--- config.mk ---
export PLATFORM = sky130hd
export DESIGN_NAME = load_store_queue
export DESIGN_NICKNAME = d
export VERILOG_FILES = /design/src/rtl/load_store_queue.sv
export SDC_FILE = /design/constraint.sdc
export NUM_CORES = 2
export LEC_CHECK = 0
export CAP_MARGIN = 20
export CELL_PAD_IN_SITES_DETAIL_PLACEMENT = 1
export CELL_PAD_IN_SITES_GLOBAL_PLACEMENT = 2
export CORE_MARGIN = 1
export CORE_UTILIZATION = 43
export CTS_CLUSTER_SIZE = 25
export DETAILED_ROUTE_END_ITERATION = 8
export GPL_TIMING_DRIVEN = 0
export PLACE_DENSITY = 0.82
export SLEW_MARGIN = 10
export SYNTH_ARGS = -nofsm -noshare
export SYNTH_HDL_FRONTEND = slang
export SYNTH_SLANG_ARGS = --single-unit
--- constraint.sdc ---
create_clock -name CLK -period 8.3 [get_ports CLK]
set_input_delay 2.075 -clock CLK [delete_from_list [all_inputs] [get_ports CLK]]
set_output_delay 2.075 -clock CLK [all_outputs]
set_load 0.02 [all_outputs]
--- src/rtl/load_store_queue.sv ---
// Age-ordered load/store queue: circular buffer with in-place address updates.
// Define LSQ_STORE_FWD_EN to add the combinational store-to-load forwarding search.
module load_store_queue #(
    parameter int NUM_PHYS_REGS = 64,
    parameter int ADDR_W        = 32,
    parameter int DEPTH         = 16,
    localparam int TAG_W        = $clog2(NUM_PHYS_REGS),
    localparam int PTR_W        = $clog2(DEPTH)
) (
    input  logic              CLK,
    input  logic              RESET,
    input  logic              FLUSH,
    input  logic              ENQ_VALID,
    output logic              ENQ_READY,
    input  logic              ENQ_IS_STORE,
    input  logic              ENQ_ADDR_VLD,
    input  logic [TAG_W-1:0]  ENQ_TAG,
    input  logic [ADDR_W-1:0] ENQ_ADDR,
    input  logic              UPD_VALID,
    input  logic              UPD_IS_STORE,
    input  logic [TAG_W-1:0]  UPD_TAG,
    input  logic [ADDR_W-1:0] UPD_ADDR,
    output logic              UPD_HIT,
    input  logic              DEQ_REQ,
    output logic              DEQ_VALID,
    output logic              DEQ_IS_STORE,
    output logic [TAG_W-1:0]  DEQ_TAG,
    output logic [ADDR_W-1:0] DEQ_ADDR,
    output logic              FULL,
    output logic              EMPTY,
`ifdef LSQ_STORE_FWD_EN
    input  logic [ADDR_W-1:0] FWD_ADDR,
    output logic              FWD_HIT,
    output logic [TAG_W-1:0]  FWD_TAG,
`endif
    output logic [PTR_W:0]    COUNT
);

    logic [PTR_W-1:0]  head_q, head_d;
    logic [PTR_W-1:0]  tail_q, tail_d;
    logic [PTR_W:0]    count_q, count_d;
    logic              upd_hit_q, upd_hit_d;
    logic [DEPTH-1:0]  valid_q, valid_d;
    logic [DEPTH-1:0]  addr_vld_q, addr_vld_d;

    logic              is_store_q [DEPTH];
    logic              is_store_d [DEPTH];
    logic [TAG_W-1:0]  tag_q      [DEPTH];
    logic [TAG_W-1:0]  tag_d      [DEPTH];
    logic [ADDR_W-1:0] addr_q     [DEPTH];
    logic [ADDR_W-1:0] addr_d     [DEPTH];

    logic              enq_fire;
    logic              deq_fire;
    logic              upd_found;
    logic              upd_apply;
    logic [PTR_W-1:0]  upd_idx;
    logic [PTR_W-1:0]  upd_scan_idx;

    assign FULL      = (count_q == (PTR_W+1)'(DEPTH));
    assign EMPTY     = (count_q == '0);
    assign ENQ_READY = !FULL;
    assign COUNT     = count_q;
    assign UPD_HIT   = upd_hit_q;

    // Head slot is valid exactly when the queue is non-empty, so gating on it
    // keeps unreset payload off the outputs.
    assign DEQ_VALID    = valid_q[head_q] && addr_vld_q[head_q];
    assign DEQ_IS_STORE = valid_q[head_q] ? is_store_q[head_q] : 1'b0;
    assign DEQ_TAG      = valid_q[head_q] ? tag_q[head_q]      : '0;
    assign DEQ_ADDR     = valid_q[head_q] ? addr_q[head_q]     : '0;

    assign enq_fire = ENQ_VALID && ENQ_READY;
    assign deq_fire = DEQ_REQ && DEQ_VALID;

    // Scan from head so the first hit is the oldest matching entry.
    always_comb begin
        upd_found    = 1'b0;
        upd_idx      = head_q;
        upd_scan_idx = head_q;
        for (int i = 0; i < DEPTH; i++) begin
            upd_scan_idx = head_q + PTR_W'(i);
            if (!upd_found && valid_q[upd_scan_idx]
                && (is_store_q[upd_scan_idx] == UPD_IS_STORE)
                && (tag_q[upd_scan_idx] == UPD_TAG)) begin
                upd_found = 1'b1;
                upd_idx   = upd_scan_idx;
            end
        end
    end

    // An update that lands on the entry leaving this cycle is dropped.
    assign upd_apply = UPD_VALID && upd_found && !(deq_fire && (upd_idx == head_q));

    always_comb begin
        head_d     = head_q;
        tail_d     = tail_q;
        count_d    = count_q;
        upd_hit_d  = 1'b0;
        valid_d    = valid_q;
        addr_vld_d = addr_vld_q;
        is_store_d = is_store_q;
        tag_d      = tag_q;
        addr_d     = addr_q;

        if (FLUSH) begin
            head_d     = '0;
            tail_d     = '0;
            count_d    = '0;
            valid_d    = '0;
            addr_vld_d = '0;
        end else begin
            if (upd_apply) begin
                addr_d[upd_idx]     = UPD_ADDR;
                addr_vld_d[upd_idx] = 1'b1;
                upd_hit_d           = 1'b1;
            end
            if (deq_fire) begin
                valid_d[head_q]    = 1'b0;
                addr_vld_d[head_q] = 1'b0;
                head_d             = head_q + PTR_W'(1);
            end
            // The tail slot is never valid while not full, so no update can target it.
            if (enq_fire) begin
                valid_d[tail_q]    = 1'b1;
                addr_vld_d[tail_q] = ENQ_ADDR_VLD;
                is_store_d[tail_q] = ENQ_IS_STORE;
                tag_d[tail_q]      = ENQ_TAG;
                addr_d[tail_q]     = ENQ_ADDR;
                tail_d             = tail_q + PTR_W'(1);
            end
            count_d = count_q + (PTR_W+1)'(enq_fire) - (PTR_W+1)'(deq_fire);
        end
    end

    always_ff @(posedge CLK or negedge RESET) begin
        if (!RESET) begin
            head_q     <= '0;
            tail_q     <= '0;
            count_q    <= '0;
            upd_hit_q  <= 1'b0;
            valid_q    <= '0;
            addr_vld_q <= '0;
        end else begin
            head_q     <= head_d;
            tail_q     <= tail_d;
            count_q    <= count_d;
            upd_hit_q  <= upd_hit_d;
            valid_q    <= valid_d;
            addr_vld_q <= addr_vld_d;
        end
    end

    always_ff @(posedge CLK) begin
        is_store_q <= is_store_d;
        tag_q      <= tag_d;
        addr_q     <= addr_d;
    end

`ifdef LSQ_STORE_FWD_EN
    logic [PTR_W-1:0] fwd_scan_idx;

    // Later hits overwrite earlier ones, leaving the youngest matching store.
    always_comb begin
        FWD_HIT      = 1'b0;
        FWD_TAG      = '0;
        fwd_scan_idx = head_q;
        for (int i = 0; i < DEPTH; i++) begin
            fwd_scan_idx = head_q + PTR_W'(i);
            if (valid_q[fwd_scan_idx] && addr_vld_q[fwd_scan_idx]
                && is_store_q[fwd_scan_idx]
                && (addr_q[fwd_scan_idx] == FWD_ADDR)) begin
                FWD_HIT = 1'b1;
                FWD_TAG = tag_q[fwd_scan_idx];
            end
        end
    end
`endif

endmodule
==> metrics.md <==
| Metric | Value |
|---|---|
| DRT iter0 DRCs | `7,024` |
| GP Congestion | `1.03` |
| Crit-path cells | `buf_6 -> buf_6 -> buf_2 -> buf_2 -> buf_4 -> buf_4 -> buf_4 -> clkbuf_4 -> buf_6 -> clkbuf_1 -> buf_8 -> mux4_2 -> mux4_2 -> nor2b_1 -> clkdlybuf4s50_1` |
| Worst Hold Class | `register to register` |
| Tmin final | `8.30 ns` |
| CP Data Required Time | `6.23 ns` |
| Worst-Margin Slew | `1.32 ns` |
| Placed cells | `6,256` |
| Die Wd | `343 um` |
| Status | `finished, final reports clean` |
| Synth Area in Simple Gates | `0.143` |
| Crit path largest cell delay | `0.59 ns` |
| Crit Path Class | `register to output pin` |
| Slowest CP cell | `clkdlybuf4s50_1` |
| Final period utilization | `1.00` |
| # Max-Cap Violations | `0` |
| Internal cell power | `6730 uW` |
| Psw | `2860 uW` |
| Max VDD drop | `0.000134 V` |
| Largest net degree at the start of global routing | `39` |
| Via count | `47,000` |
| DP Area | `53,600 um^2` |
| Clk pwr share | `0.395` |
| Setup slack after placement | `-2.94 ns` |
| Mux cell area share after synthesis | `0.276` |
| Nets | `4,976` |
| Total power | `9600 uW` |
| Distinct cells, synth | `95` |
| Number of remaining DRC errors | `0` |
| Yosys reg bits | `670` |
| Final ANT Viol Nets | `0` |
| Total track usage | `0.430` |
| Starting Density | `0.436` |
| Initial antenna violation count | `5` |
| Avg Inst Size Synth | `10.9 um^2` |
| Sw Share | `0.298` |
| Commonest non-fill, non-tap cell in the layout | `edfxtp_1` |
| Hold slack | `0.550 ns` |
| H-Tree Depth | `3` |
| Share of layout cells above drive strength 1 | `0.190` |
| Die H | `343 um` |
| Final worst slack | `0.00228 ns` |
| Largest family of logic cells by synthesized area | `multiplexers` |
| Clock Sinks | `670` |
| Worst-Skew Late Latency | `0.71 ns` |
| Post-synth EDFFs | `624` |
| # IOs | `134` |
| Final setup vio count | `0` |
| First-pass GRT wire length | `355,000 um` |
| Clock slew at the register clock pins of the worst setup and hold paths | `0.06 ns` |
| Fin cells | `6,449` |
| Setup crit start kind | `register` |
| GRT overflow | `0` |
| HPWL after DPL | `185,000 um` |
| Synth async-reset ratio | `0.0687` |
| Peak Freq | `121 MHz` |
| Vias in the first global route | `46,000` |
| Vias per inst | `7.28` |
| Cts bufs inserted | `82` |
| Syn nets | `4,712` |
| Sequential Power Share | `0.430` |
| CTS tree | `done` |
| Die ar. | `118,000 um^2` |
| Core area | `115,000 um^2` |
| WP data arrival | `6.22 ns` |
| Worst Skew | `0.0320 ns` |
| Buffers from clock root to sink, at most | `3` |
| Area delta synth->final | `15.1%` |
| Yosys synthesis warning count | `0` |
| Max-slew headroom | `0.122` |
| Logic pwr share | `0.176` |
| Fill count | `12,400` |
| Most frequent cells in the layout | `624 x edfxtp_1, 531 x mux2i_1, 403 x nor2_1` |
| Mapped Cells | `4,603` |
| Cell area after layout | `57,600 um^2` |
| Synthesized area | `50,000 um^2` |
| Clock Tree Root | `clkbuf_16` |
| I/O Buffers | `95` |
| Sequential fraction of the synthesis area | `0.398` |
| Post-Synth Adder-Cell Area | `0.00615` |
| Delay-heaviest family, CP | `buffers and inverters` |
| Static Leak | `0.0193 uW` |
| PwrDens | `167 nW/um^2` |
| Synth Area in XOR/XNOR | `0.0238` |
| Detailed Route WL | `257,000 um` |
| Critical Path Sink Type | `output pin` |
| Crit path buf inv count | `12` |
| Final Hold Fails | `0` |
| Most common flop cell mapped by yosys | `edfxtp_1` |
| CP Max Fanout | `11` |
| Final Max Slew Viols | `0` |
| Drt wl/cell | `39.9 um` |
| Drt first pass iters | `6` |
| Hold_buf cts | `0` |
| Synth Area in Compound Gates | `0.103` |
| Std-Cell Rows | `124` |
-- cells in the mapped netlist, drive strengths merged (14+ instances only) --
| master | count | area, um^2 |
|---|---|---|
| mux2 | 41 | 462 |
| a211oi | 21 | 220 |
| nand3 | 293 | 1470 |
| edfxtp | 624 | 18700 |
| nor3 | 38 | 200 |
| nand4 | 246 | 1540 |
| ha | 23 | 288 |
| o22ai | 30 | 188 |
| o211ai | 219 | 1660 |
| and3 | 14 | 87.6 |
| mux4 | 355 | 8000 |
| nor2 | 407 | 1530 |
| nor4 | 21 | 159 |
| clkbuf | 319 | 1200 |
| o21ai | 62 | 310 |
| dfrtp | 46 | 1150 |
| nor2b | 52 | 325 |
| buf | 222 | 1270 |
| mux2i | 533 | 5340 |
| inv | 24 | 90.1 |
| a21oi | 349 | 1760 |
| nand2 | 324 | 1220 |
| nand2b | 18 | 113 |
| xnor2 | 107 | 937 |
| xor2 | 29 | 254 |
-- worst reg2reg max path, cell delays in order (launching register included) --
cell,delay (ns)
dfrtp_1,0.49
buf_6,0.28
buf_4,0.32
clkinvlp_4,0.23
buf_2,0.30
clkbuf_8,0.28
ha_1,0.34
buf_4,0.28
buf_4,0.33
mux4_2,0.36
mux2i_2,0.34
xnor2_1,0.17
o41a_1,0.62
o41ai_1,0.77
a211oi_1,0.14
a2111oi_0,0.46
a2111o_1,0.27
a21oi_2,0.12
o21a_1,0.23
nor4_4,0.55
a21o_2,0.43
buf_2,0.46
o211ai_1,0.17
nand3_1,0.18
-- final cells by class --
type / instances / area, um^2 / area share
repair buffers: 187 / 2040 / 0.0354
plain buffers: 533 / 2940 / 0.0510
flip-flops and latches: 670 / 19900 / 0.345
clock buffers: 100 / 2180 / 0.0379
diodes: 1 / 2.50 / 0.0000434
clock inverters: 53 / 514 / 0.00893
well taps: 1512 / 1890 / 0.0328
multi-input cells: 3367 / 28000 / 0.487
inverters: 26 / 113 / 0.00196
-- final timing paths --
kind	start	to	slack, ns	cells after the start
worst max-delay path	head_q[0]	DEQ_ADDR[11]	0.002	15
worst min-delay path	addr_vld_q[8]	addr_vld_q[8]	0.55	2
worst max register to register	head_q[2]	addr_q[291]	0.03	23
worst min register to register	addr_vld_q[8]	addr_vld_q[8]	0.55	2
max in group asynchronous	RESET	head_q[0]	6.33	2
min in group asynchronous	RESET	COUNT[3]	1.38	1
-- timing repair --
action,in CTS,in global routing
endpoints found under the setup margin,562,558
buffers inserted,30,6
resized for setup,221,78
gates cloned,1,0
pin swaps,15,4
-- stage by stage --
stage / setup TNS (ns) / util
2_1_floorplan: -1101.02 / -
3_3_place_gp: -5496.08 / 0.461
3_5_place_dp: -1406.76 / 0.466
4_1_cts: -0.0799 / 0.499
5_1_grt: -0.357 / 0.502
6_report: 0 / 0.502
-- metal layers --
layer | share of wire | up-vias | GRT usage
li1 | - | 18400 | -
met1 | 0.38 | 24000 | 0.571
met2 | 0.43 | 3683 | 0.630
met3 | 0.13 | 798 | 0.128
met4 | 0.062 | 6 | 0.230
met5 | 0.00014 | - | 0
-- flip-flops by register name (all words and copies together) (netlist names) --
name and flops:
addr_q 512, head_q 4, UPD_HIT 1, tail_q 4
is_store_q 16, COUNT 5, tag_q 96, addr_vld_q 16
valid_q 16
-- logic make-up (layout without fill, tap and decap cells) --
family                     Yosys count  after routing
DFF                                670            670
muxes                              929            929
AOI/OAI and AO/OA                  797            797
xor gates and xnor gates           136            136
other                                0              1
buffers and inverters              567            899
and+or+nand+nor                   1480           1481
adders and majority gates           24             24
-- power groups by stage --
stage          clock (uW)  sequential (uW)  combinational, uW
2_1_floorplan           0             4170                955
3_3_place_gp            0             4230               1540
3_5_place_dp            0             4180               1600
4_1_cts              3760             4110               1630
5_1_grt              3860             4140               1760
6_report             3790             4120               1690
Power figures use the tool's default switching activity.
